### config.mk
export PLATFORM = sky130hd
export DESIGN_NAME = fetch_queue_flat
export DESIGN_NICKNAME = d
export VERILOG_FILES = /design/src/rtl/fetch_queue_if.sv /design/src/rtl/fetch_queue.sv /design/src/flat_wrapper.sv
export SDC_FILE = /design/constraint.sdc
export NUM_CORES = 1
export LEC_CHECK = 0
export CORE_MARGIN = 5
export CORE_UTILIZATION = 23
export CTS_CLUSTER_SIZE = 40
export DETAILED_ROUTE_END_ITERATION = 12
export PLACE_DENSITY = 0.4
export SLEW_MARGIN = 30
export SYNTH_ARGS = -nofsm -noshare
export SYNTH_HDL_FRONTEND = slang
export SYNTH_SLANG_ARGS = --single-unit
export TNS_END_PERCENT = 10
### constraint.sdc
create_clock -name clk -period 6.6 [get_ports clk]
set_input_delay 0.99 -clock clk [delete_from_list [all_inputs] [get_ports clk]]
set_output_delay 0.99 -clock clk [all_outputs]
set_load 0.1 [all_outputs]
### src/rtl/fetch_queue_if.sv
// Handshake bundle between the fetch queue, instruction memory and the decode/hazard logic.
// master = environment side (memory + decode), slave = fetch_queue.
interface fetch_queue_if #(
  parameter int PTR_W = 2
);
  logic [31:0]    imem_addr;
  logic [31:0]    imem_rd;
  logic           stall;
  logic           redirect;
  logic [31:0]    redirect_pc;
  logic           valid_out;
  logic [31:0]    instr_out;
  logic [31:0]    pc_incr_out;
  logic [PTR_W:0] count;

  modport master (
    output imem_rd, stall, redirect, redirect_pc,
    input  imem_addr, valid_out, instr_out, pc_incr_out, count
  );

  modport slave (
    input  imem_rd, stall, redirect, redirect_pc,
    output imem_addr, valid_out, instr_out, pc_incr_out, count
  );
endinterface

### src/rtl/fetch_queue.sv
// Instruction prefetch queue: private fetch PC feeding a DEPTH-entry {instr, pc+4} FIFO.
// Optional FQ_JUMP_PREDECODE_EN: follow j targets at fetch time and absorb the matching decode redirect.
module fetch_queue #(
  parameter int          DEPTH    = 4,
  parameter int          PTR_W    = 2,
  parameter logic [31:0] RESET_PC = 32'h0
) (
  input  logic           clk,
  input  logic           rst,
  fetch_queue_if.slave   bus
);
  localparam logic [PTR_W:0] FULL = (PTR_W+1)'(DEPTH);

  logic [31:0]      fpc_reg;
  logic [PTR_W-1:0] head_reg;
  logic [PTR_W-1:0] tail_reg;
  logic [PTR_W:0]   count_reg;

  logic [31:0] instr_mem [DEPTH];
  logic [31:0] pc4_mem   [DEPTH];

  logic        valid;
  logic        flush;
  logic        pop;
  logic        push;
  logic [31:0] fpc_plus4;
  logic [31:0] fpc_next;
  logic [31:0] redirect_target;

  assign fpc_plus4       = fpc_reg + 32'd4;
  assign redirect_target = bus.redirect_pc & ~32'h3;
  assign valid           = (count_reg != '0);

`ifdef FQ_JUMP_PREDECODE_EN
  logic        jflag_mem [DEPTH];
  logic [31:0] jtgt_mem  [DEPTH];
  logic        is_j;
  logic [31:0] j_target;
  logic        jpd_hit_reg;

  assign is_j     = (bus.imem_rd[31:26] == 6'b000010);
  assign j_target = {fpc_plus4[31:28], bus.imem_rd[25:0], 2'b00};
  assign fpc_next = is_j ? j_target : fpc_plus4;
  // Decode's late redirect for a j we already followed must not flush the correct-path words behind it.
  assign flush    = bus.redirect &
                    ~(valid & jflag_mem[head_reg] & (jtgt_mem[head_reg] == redirect_target));

  always_ff @(posedge clk) begin
    if (push) begin
      jflag_mem[tail_reg] <= is_j;
      jtgt_mem[tail_reg]  <= j_target;
    end
  end

  always_ff @(posedge clk or posedge rst) begin
    if (rst) jpd_hit_reg <= 1'b0;
    else     jpd_hit_reg <= push & is_j;
  end
`else
  assign fpc_next = fpc_plus4;
  assign flush    = bus.redirect;
`endif

  assign pop  = valid & ~bus.stall & ~flush;
  assign push = ~flush & ((count_reg < FULL) | pop);

  always_ff @(posedge clk) begin
    if (push) begin
      instr_mem[tail_reg] <= bus.imem_rd;
      pc4_mem[tail_reg]   <= fpc_plus4;
    end
  end

  always_ff @(posedge clk or posedge rst) begin
    if (rst) begin
      fpc_reg   <= RESET_PC;
      head_reg  <= '0;
      tail_reg  <= '0;
      count_reg <= '0;
    end else if (flush) begin
      fpc_reg   <= redirect_target;
      head_reg  <= '0;
      tail_reg  <= '0;
      count_reg <= '0;
    end else begin
      if (push) begin
        tail_reg <= tail_reg + 1'b1;
        fpc_reg  <= fpc_next;
      end
      if (pop)
        head_reg <= head_reg + 1'b1;
      if (push && !pop)
        count_reg <= count_reg + 1'b1;
      else if (pop && !push)
        count_reg <= count_reg - 1'b1;
    end
  end

  // An empty queue presents zeros so decode sees a NOP bubble.
  assign bus.imem_addr   = fpc_reg;
  assign bus.valid_out   = valid;
  assign bus.instr_out   = valid ? instr_mem[head_reg] : 32'h0;
  assign bus.pc_incr_out = valid ? pc4_mem[head_reg]   : 32'h0;
  assign bus.count       = count_reg;
endmodule

### src/flat_wrapper.sv
// flat-port wrapper written by rule: the top's interface ports become plain ports
module fetch_queue_flat 
#(
  parameter int          DEPTH    = 4,
  parameter int          PTR_W    = 2,
  parameter logic [31:0] RESET_PC = 32'h0
)
  (clk, rst, bus_imem_rd, bus_stall, bus_redirect, bus_redirect_pc, bus_imem_addr, bus_valid_out, bus_instr_out, bus_pc_incr_out, bus_count);
  fetch_queue_if #(.PTR_W(PTR_W)) bus_i ();
  input  logic clk;
  input  logic rst;
  input wire logic [$bits(bus_i.imem_rd)-1:0] bus_imem_rd;
  input wire logic [$bits(bus_i.stall)-1:0] bus_stall;
  input wire logic [$bits(bus_i.redirect)-1:0] bus_redirect;
  input wire logic [$bits(bus_i.redirect_pc)-1:0] bus_redirect_pc;
  output wire logic [$bits(bus_i.imem_addr)-1:0] bus_imem_addr;
  output wire logic [$bits(bus_i.valid_out)-1:0] bus_valid_out;
  output wire logic [$bits(bus_i.instr_out)-1:0] bus_instr_out;
  output wire logic [$bits(bus_i.pc_incr_out)-1:0] bus_pc_incr_out;
  output wire logic [$bits(bus_i.count)-1:0] bus_count;
  assign bus_i.imem_rd = bus_imem_rd;
  assign bus_i.stall = bus_stall;
  assign bus_i.redirect = bus_redirect;
  assign bus_i.redirect_pc = bus_redirect_pc;
  assign bus_imem_addr = bus_i.imem_addr;
  assign bus_valid_out = bus_i.valid_out;
  assign bus_instr_out = bus_i.instr_out;
  assign bus_pc_incr_out = bus_i.pc_incr_out;
  assign bus_count = bus_i.count;
  fetch_queue #(.DEPTH(DEPTH), .PTR_W(PTR_W), .RESET_PC(RESET_PC)) u_core (.clk(clk), .rst(rst), .bus(bus_i));
endmodule
==> results of run 1 <==
-- worst max-delay path, cell delays in order (launching register included) --
cell and delay [ns]:
dfrtp_4 0.81, buf_4 0.57, mux4_2 0.33, nor2b_1 0.28, clkdlybuf4s50_1 1.20
-- cells in the mapped netlist (2+ instances only) --
cell,n
edfxtp_1,248
mux4_2,62
nor2b_1,62
dfrtp_1,37
nand2_1,34
nor2_1,30
clkbuf_1,29
xnor2_1,29
nand3_1,19
or4_1,14
inv_1,13
o21ai_0,13
xor2_1,13
a31oi_1,12
nor3_1,11
buf_2,9
and3_1,8
o31ai_1,8
nand4_1,7
and2_1,6
buf_1,5
ha_1,5
a21oi_1,4
and4_1,4
buf_4,4
nor4_1,4
o211ai_1,4
or3_1,4
nand2b_1,3
a211oi_1,2
-- cells by family (layout without fill, tap and decap cells) --
logic type                 after synthesis  in the layout  synth area share [%]
buffers and inverters                   60            249                  2.10
xor gates and xnor gates                42             42                  3.07
muxes                                   63             63                  11.7
DFF                                    285            285                  69.9
and+or+nand+nor                        211            211                  9.81
adders and majority gates                6              6                 0.690
other                                    1              4                0.0313
AOI/OAI and AO/OA                       49             49                  2.62
-- metal layers --
layer	vias to the layer above	track usage [%]
met1	3459	14.4
met4	0	3.57
met2	151	18.2
met3	41	2.88
met5	-	0
li1	3103	-
-- through the flow --
stage	hold slack (ns)	utilization, %	area (µm²)	setup slack (ns)
after floorplan	0.538	-	12000	2.71
after global placement	0.570	28.0	14400	2.35
after detailed placement	0.574	27.9	14300	2.36
after CTS	0.583	30.1	15500	1.77
after global routing	0.612	30.2	15500	1.69
final	0.575	30.2	15500	1.90
-- worst max path at each step --
stage	endpoint	start	depth (start not counted)	slack, ns
2_1_floorplan	bus_instr_out[0]	u_core.bus.count[1]	4	2.71
3_3_place_gp	bus_pc_incr_out[10]	u_core.head_reg[0]	4	2.35
3_5_place_dp	bus_pc_incr_out[13]	u_core.head_reg[0]	4	2.36
4_1_cts	bus_pc_incr_out[13]	u_core.head_reg[0]	4	1.77
5_1_grt	bus_pc_incr_out[10]	u_core.head_reg[0]	4	1.69
6_report	bus_pc_incr_out[13]	u_core.head_reg[0]	4	1.90
-- power by group through the flow --
stage	Clock, W	Combinational [W]	Sequential (W)
after global routing	0.00206	0.00354	0.00242
after CTS	0.00199	0.00344	0.00240
after detailed placement	0	0.00343	0.00244
final	0.00192	0.00339	0.00239
after global placement	0	0.00345	0.00243
after floorplan	0	0.00245	0.00253
-- final cells by class --
type,instances,area [µm²]
fill,5129,35900
sequential,285,8380
multi-input combinational,375,3390
timing repair buffer,174,1700
clock buffer,43,926
tap,680,851
clock inverter,19,219
inverter,13,48.8
==> results.yml, run 1 <==
run_status:
  status: "complete, no violations"
synth:
  yosysWarnings: 0
  ys_async_sr_fraction_pct: 13.0
  synth_edf_count: 248
  avgSynthCellArea_um2: 16.7
  synth_area_mm2: 0.0120
  ys_ff_latch: 285
  ys_seq_area_share_pct: 69.9
  synth_cell_type_count: 44
  synth_top_flop_cell: "edfxtp_1"
  yosys-top-cells-area: "edfxtp_1 62%, mux4_2 12%, dfrtp_1 7.7%, nor2b_1 3.2%, xnor2_1 2.1%"
  syn-instance-count: 717
  synth_top_area_share_pct: 62.2
  yosys.area.top_type: "edfxtp_1"
min_path:
  min_path_cells: 2
  hold_path.startpoint: "u_core.tail_reg[1]"
  whs_endpoint: "u_core.tail_reg[1]"
  min_path_type: "register to register"
global_route:
  grtUsageTotal_pct: 11.1
  first_global_vias: 7490
  grt_pass1_wl_um: 47900
  grt-ovfl-total: 0
  antenna_found_initial: 0
  grt_max_degree: 66
detailed_routing:
  remaining_drc_errors: 0
  drt_iter0_drc: 341
  wl_met2_um: 15200
  drtAntennaViolNets: 0
  num_vias: 6754
  wl_um: 31600
  top_layer: "met4"
  dr_wl_met3_um: 1720
  vias_per_cell: 4.25
  wl_per_cell_um: 19.9
  drt-met1-wl_um: 14000
  dr.pass1.iters: 4
layout:
  largest_reg_flops: 128
  layout.nets: 958
  antenna_cells: 0
  drive_gt1_share_pct: 15.8
  mostFrequentLayoutCells: "248 x edfxtp_1, 156 x clkdlybuf4s50_1, 62 x mux4_2, 62 x nor2b_1"
  synthToLayoutAreaGrowth_pct: 29.6
  final_common_cell: "edfxtp_1"
  instances_no_fill: 1589
  largest-register: "u_core.instr_mem"
clock_tree:
  htreeDepth: 2
  clkLatencyLatePin_ns: 0.52
  cts_hold_buf: 0
  path_clk_slew_ns: 0.06
  post_cts_resized: 0
  cts_inserted_buffers: 35
  clockBufferDepth: 3
  postCtsSetupRepairBufs: 0
  clkSinkCount: 285
  cts_tree: "built"
  root_buffer: "clkbuf_16"
power:
  power_density_mw_per_mm2: 496
  finalPower_w: 0.00770
  clkPwrFrac_pct: 25.0
  peakVddDrop_uv: 245
  power.switching_w: 0.00341
  internal_power_w: 0.00430
  seqPwrFrac_pct: 31.1
  leakagePower_nw: 4.99
  comb_power_share_pct: 44.0
  switching_share_pct: 44.2
setup_path:
  cp-start-kind: "register"
  cp-end-kind: "primary output"
  crit_arrival_ns: 3.71
  cp_max_fo: 26
  timing.rr.start: "u_core.bus.imem_addr[2]"
  required_ns: 5.61
  rrSetupSlack_ns: 3.92
  rr_worst_depth: 5
  r2r_end: "u_core.pc4_mem[3][26]"
  path_class: "register to primary output"
place:
  io_buffers: 161
  globalplace.congestion: 0.694
  dp_cells: 1526
  dp_hpwl_um: 19400
timing:
  fmax_ghz: 0.213
  grt_setup_unrepaired: "false"
  drv_slew: 0
  tns_ns: 0
  worst_slew_pin_slew_ns: 0.998
  fin_skew_ns: 0.0153
  hold_viol_final: 0
  fin_crit_ns: 4.70
  slew_headroom_pct: 33.2
  finalCritPeriodShare_pct: 71.2
  setup_viol: 0
floorplanning:
  fp.coreArea_mm2: 0.0514
  dieArea_mm2: 0.0567
  die_h_um: 238
  initial_core_util_pct: 23.3
  die_x_um: 238
  row_count: 83
  io_pins: 168
flow_run:
  drv_cap: 0
Power figures use the tool's default switching activity.
==> run 2, diff against run 1 <==
Settings changed: PLACE_DENSITY 0.4 to 0.42.
Clock period 6.6 ns to 3.85 ns, I/O delays scaled along.
==> results.yml, run 2 (synthesis gave the netlist of run 1 again) <==
run_status:
  status: "complete, no violations"
global_route:
  grt-ovfl-total: 0
  grtUsageTotal_pct: 11.4
  first_global_vias: 7309
  grt_max_degree: 66
  antenna_found_initial: 0
  grt_pass1_wl_um: 48700
setup_path:
  required_ns: 3.27
  r2r_end: "u_core.pc4_mem[0][31]"
  timing.rr.start: "u_core.bus.imem_addr[4]"
  worstPathCellList: "buf_4 > mux4_2 > nor2b_1 > buf_4"
  slowest_delay_ns: 0.73
  cp_max_fo: 25
  rrSetupSlack_ns: 1.28
  slowest_stage: "dfrtp_4"
  cpMostUsedCell: "buf_4"
  crit_arrival_ns: 2.44
  cp-start-kind: "register"
  rr_worst_depth: 4
  path_class: "register to primary output"
  cp-end-kind: "primary output"
power:
  comb_power_share_pct: 44.7
  switching_share_pct: 44.9
  internal_power_w: 0.00719
  seqPwrFrac_pct: 30.9
  power_density_mw_per_mm2: 844
  leakagePower_nw: 5.12
  power.switching_w: 0.00586
  peakVddDrop_uv: 364
  clkPwrFrac_pct: 24.4
floorplanning:
  fp.coreArea_mm2: 0.0514
  die_x_um: 238
  io_pins: 168
  die_h_um: 238
  dieArea_mm2: 0.0567
  initial_core_util_pct: 23.3
  row_count: 83
clock_tree:
  clockBufferDepth: 3
  cts_hold_buf: 0
  postCtsSetupRepairBufs: 0
  post_cts_resized: 0
  clkSinkCount: 285
  cts_inserted_buffers: 35
  htreeDepth: 2
  root_buffer: "clkbuf_16"
  clkLatencyLatePin_ns: 0.52
  path_clk_slew_ns: 0.06
  cts_tree: "built"
layout:
  largest-register: "u_core.instr_mem"
  antenna_cells: 0
  drive_gt1_share_pct: 23.2
  synthToLayoutAreaGrowth_pct: 29.2
  final_common_cell: "edfxtp_1"
  fillers: 5145
  mostFrequentLayoutCells: "248 x edfxtp_1, 94 x clkdlybuf4s50_1, 77 x buf_4"
  layout.nets: 966
  largest_reg_flops: 128
place:
  dp_hpwl_um: 20800
  preCtsSetupSlack_ns: 0.923
  globalplace.congestion: 0.697
  io_buffers: 161
timing:
  grt_setup_unrepaired: "false"
  worst_slew_pin_slew_ns: 1.01
  hold_viol_final: 0
  fin_skew_ns: 0.00925
  fin_crit_ns: 3.02
  slew_headroom_pct: 32.1
  tns_ns: 0
  drv_slew: 0
  setup_viol: 0
  fin_ws_ns: 0.833
  fmax_ghz: 0.331
  finalCritPeriodShare_pct: 78.4
detailed_routing:
  remaining_drc_errors: 0
  dr.pass1.iters: 4
  num_vias: 6734
  wl_um: 32400
  wl_per_cell_um: 20.3
  drtAntennaViolNets: 0
  vias_per_cell: 4.22
  drt_iter0_drc: 279
min_path:
  min_path_type: "primary input to async pin"
flow_run:
  drv_cap: 0
## run 2: layer usage
metal / routed length, µm / share of wire, % / vias to the layer above / track usage [%]
met3: 1590 / 4.9 / 48 / 2.91
met1: 14800 / 46 / 3408 / 15.3
li1: - / - / 3119 / -
met2: 15300 / 47 / 159 / 18.5
met4: 712 / 2.2 / 0 / 3.04
met5: 0 / 0 / - / 0
## run 2: area by class of cell
type	instances	area [µm²]	area share, %
sequential	285	8380	54.2
multi-input combinational	375	3390	21.9
timing repair buffer	182	1690	11.0
clock buffer	43	948	6.13
tap	680	851	5.50
clock inverter	17	161	1.04
inverter	13	48.8	0.315
## run 2: critical path, delay by kind of cell, from the launching register on
kind	cells	cell delay (ns)
buf+inv	2	0.67
simple gates	1	0.25
mux	1	0.23
flops	1	0.73
## run 2: stage by stage
| stage | utilization (%) | instances | cell area, µm² | power (W) | hold slack, ns |
|---|---|---|---|---|---|
| CTS | 30.1 | 1595 | 15500 | 0.0133 | 0.430 |
| global placement | 28.0 | 1535 | 14400 | 0.0101 | 0.573 |
| detailed placement | 27.9 | 1535 | 14400 | 0.0101 | 0.575 |
| floorplan | - | 720 | 12000 | 0.00854 | 0.538 |
| global route | 30.1 | 1595 | 15500 | 0.0136 | 0.465 |
| finish | 30.1 | 1595 | 15500 | 0.0131 | 0.436 |
## run 2: worst max-delay path by stage
stage / startpoint / end / slack (ns) / cells past startpoint
floorplan: u_core.bus.count[1] / bus_instr_out[0] / 0.37 / 4
global route: u_core.head_reg[1] / bus_pc_incr_out[31] / 0.67 / 4
finish: u_core.head_reg[1] / bus_pc_incr_out[31] / 0.83 / 4
detailed placement: bus_stall / u_core.bus.imem_addr[28] / 0.92 / 5
CTS: u_core.head_reg[1] / bus_pc_incr_out[31] / 0.73 / 4
global placement: bus_stall / u_core.bus.imem_addr[28] / 0.93 / 5
## run 2: power groups by stage
stage,registers (W),logic [W],clock network [W]
after floorplan,0.00434,0.00420,0
after global placement,0.00409,0.00597,0
after detailed placement,0.00410,0.00597,0
after CTS,0.00404,0.00598,0.00332
after global routing,0.00407,0.00612,0.00344
final,0.00403,0.00583,0.00319
==> run 3, diff against run 2 <==
Settings changed: PLACE_DENSITY 0.42 to 0.4.
Clock period 3.85 ns to 3.1 ns, I/O delays scaled along.
==> results.yml, run 3 (synthesis gave the netlist of run 1 again) <==
layout:
  antenna_cells: 0
  multi_input_area_mm2: 0.00339
  drive_gt1_share_pct: 25.9
  fin_area_mm2: 0.0161
  fillers: 5072
  largest-register: "u_core.instr_mem"
  final_common_cell: "edfxtp_1"
  largest_reg_flops: 128
  mostFrequentLayoutCells: "248 x edfxtp_1, 65 x clkdlybuf4s50_1, 62 x mux4_2, 62 x nor2b_1, 62 x buf_12"
  layout.nets: 968
  final_util_pct: 31.3
  synthToLayoutAreaGrowth_pct: 34.5
  instances_no_fill: 1600
  seq_area_mm2: 0.00838
timing:
  finalCritPeriodShare_pct: 91.2
  fin_crit_ns: 2.83
  fin_skew_ns: 0.0158
  grt_setup_unrepaired: "false"
  fin_hold_ws_ns: 0.369
  drv_slew: 0
  hold_viol_final: 0
  worst_slew_pin_slew_ns: 0.700
  fmax_ghz: 0.354
  slew_headroom_pct: 53.3
  setup_viol: 0
detailed_routing:
  vias_per_cell: 4.28
  dr.pass1.iters: 5
  num_vias: 6847
  drt_iter0_drc: 415
  remaining_drc_errors: 0
  wl_um: 31600
  wl_per_cell_um: 19.8
  drtAntennaViolNets: 0
global_route:
  antenna_found_initial: 0
  first_global_vias: 7344
  grt-ovfl-total: 0
  grt_max_degree: 65
  grt_pass1_wl_um: 47800
  grtUsageTotal_pct: 11.1
floorplanning:
  fp.coreArea_mm2: 0.0514
  io_pins: 168
  dieArea_mm2: 0.0567
  row_count: 83
  die_x_um: 238
  initial_core_util_pct: 23.3
  die_h_um: 238
clock_tree:
  cts_inserted_buffers: 34
  cts_hold_buf: 0
  root_buffer: "clkbuf_16"
  clockBufferDepth: 3
  postCtsSetupRepairBufs: 0
  post_cts_resized: 0
  clkSinkCount: 285
  clkLatencyLatePin_ns: 0.53
  path_clk_slew_ns: 0.06
  cts_tree: "built"
  htreeDepth: 2
place:
  dp_cells: 1538
  globalplace.congestion: 0.716
  io_buffers: 161
  placed_area_mm2: 0.0150
  dp_hpwl_um: 20500
setup_path:
  cp-start-kind: "register"
  path_class: "register to primary output"
  crit_arrival_ns: 2.36
  cp-end-kind: "primary output"
  cp_max_fo: 32
  required_ns: 2.63
power:
  peakVddDrop_uv: 695
  leakagePower_nw: 5.36
  power_density_mw_per_mm2: 1080
  finalPower_w: 0.0173
min_path:
  min_path_type: "primary input to async pin"
run_status:
  status: "complete, no violations"
flow_run:
  drv_cap: 0
[run 3: worst paths after layout]
kind / startpoint / end / slack (ns) / cells past startpoint
max: u_core.head_reg[0] / bus_instr_out[1] / 0.27 / 4
max reg2reg: u_core.bus.imem_addr[2] / u_core.bus.imem_addr[28] / 0.59 / 5
max in group asynchronous: rst / u_core.tail_reg[1] / 2.06 / 3
min: rst / u_core.bus.imem_addr[19] / 0.37 / 2
min in group clk: bus_redirect_pc[14] / u_core.bus.imem_addr[14] / 0.50 / 3
min reg2reg: u_core.tail_reg[1] / u_core.tail_reg[1] / 0.58 / 2
[run 3: per-layer routing]
layer / up-vias / wire length (µm) / GRT usage [%]
met5: - / 0 / 0
met4: 0 / 580 / 2.77
met3: 44 / 1530 / 2.74
met2: 177 / 15000 / 17.8
met1: 3511 / 14500 / 15.1
li1: 3115 / - / -
[run 3: through the flow]
stage / setup slack (ns) / setup TNS [ns]
2_1_floorplan: -0.266 / -21.01
3_3_place_gp: 0.515 / 0
3_5_place_dp: 0.514 / 0
4_1_cts: 0.166 / 0
5_1_grt: 0.103 / 0
6_report: 0.272 / 0
[run 3: final cells by class]
type	instances	share of cell area (%)
Timing Repair Buffer	185	14.5
Sequential cell	285	52.1
Clock buffer	49	6.03
Tap cell	680	5.28
Inverter	13	0.303
Multi-Input combinational cell	375	21.0
Clock inverter	13	0.847
[run 3: where the power goes]
part | internal, W | switching [W] | total (W)
clock | 0.00243 | 0.00154 | 0.00397
combinational | 0.00270 | 0.00566 | 0.00836
sequential | 0.00475 | 0.000256 | 0.00500
total | 0.00988 | 0.00746 | 0.0173
[run 3: worst max-delay path: stages (launching register included)]
cell and delay, ns:
dfrtp_4 0.55, buf_12 0.31, mux4_2 0.54, nor2b_1 0.14
buf_4 0.24
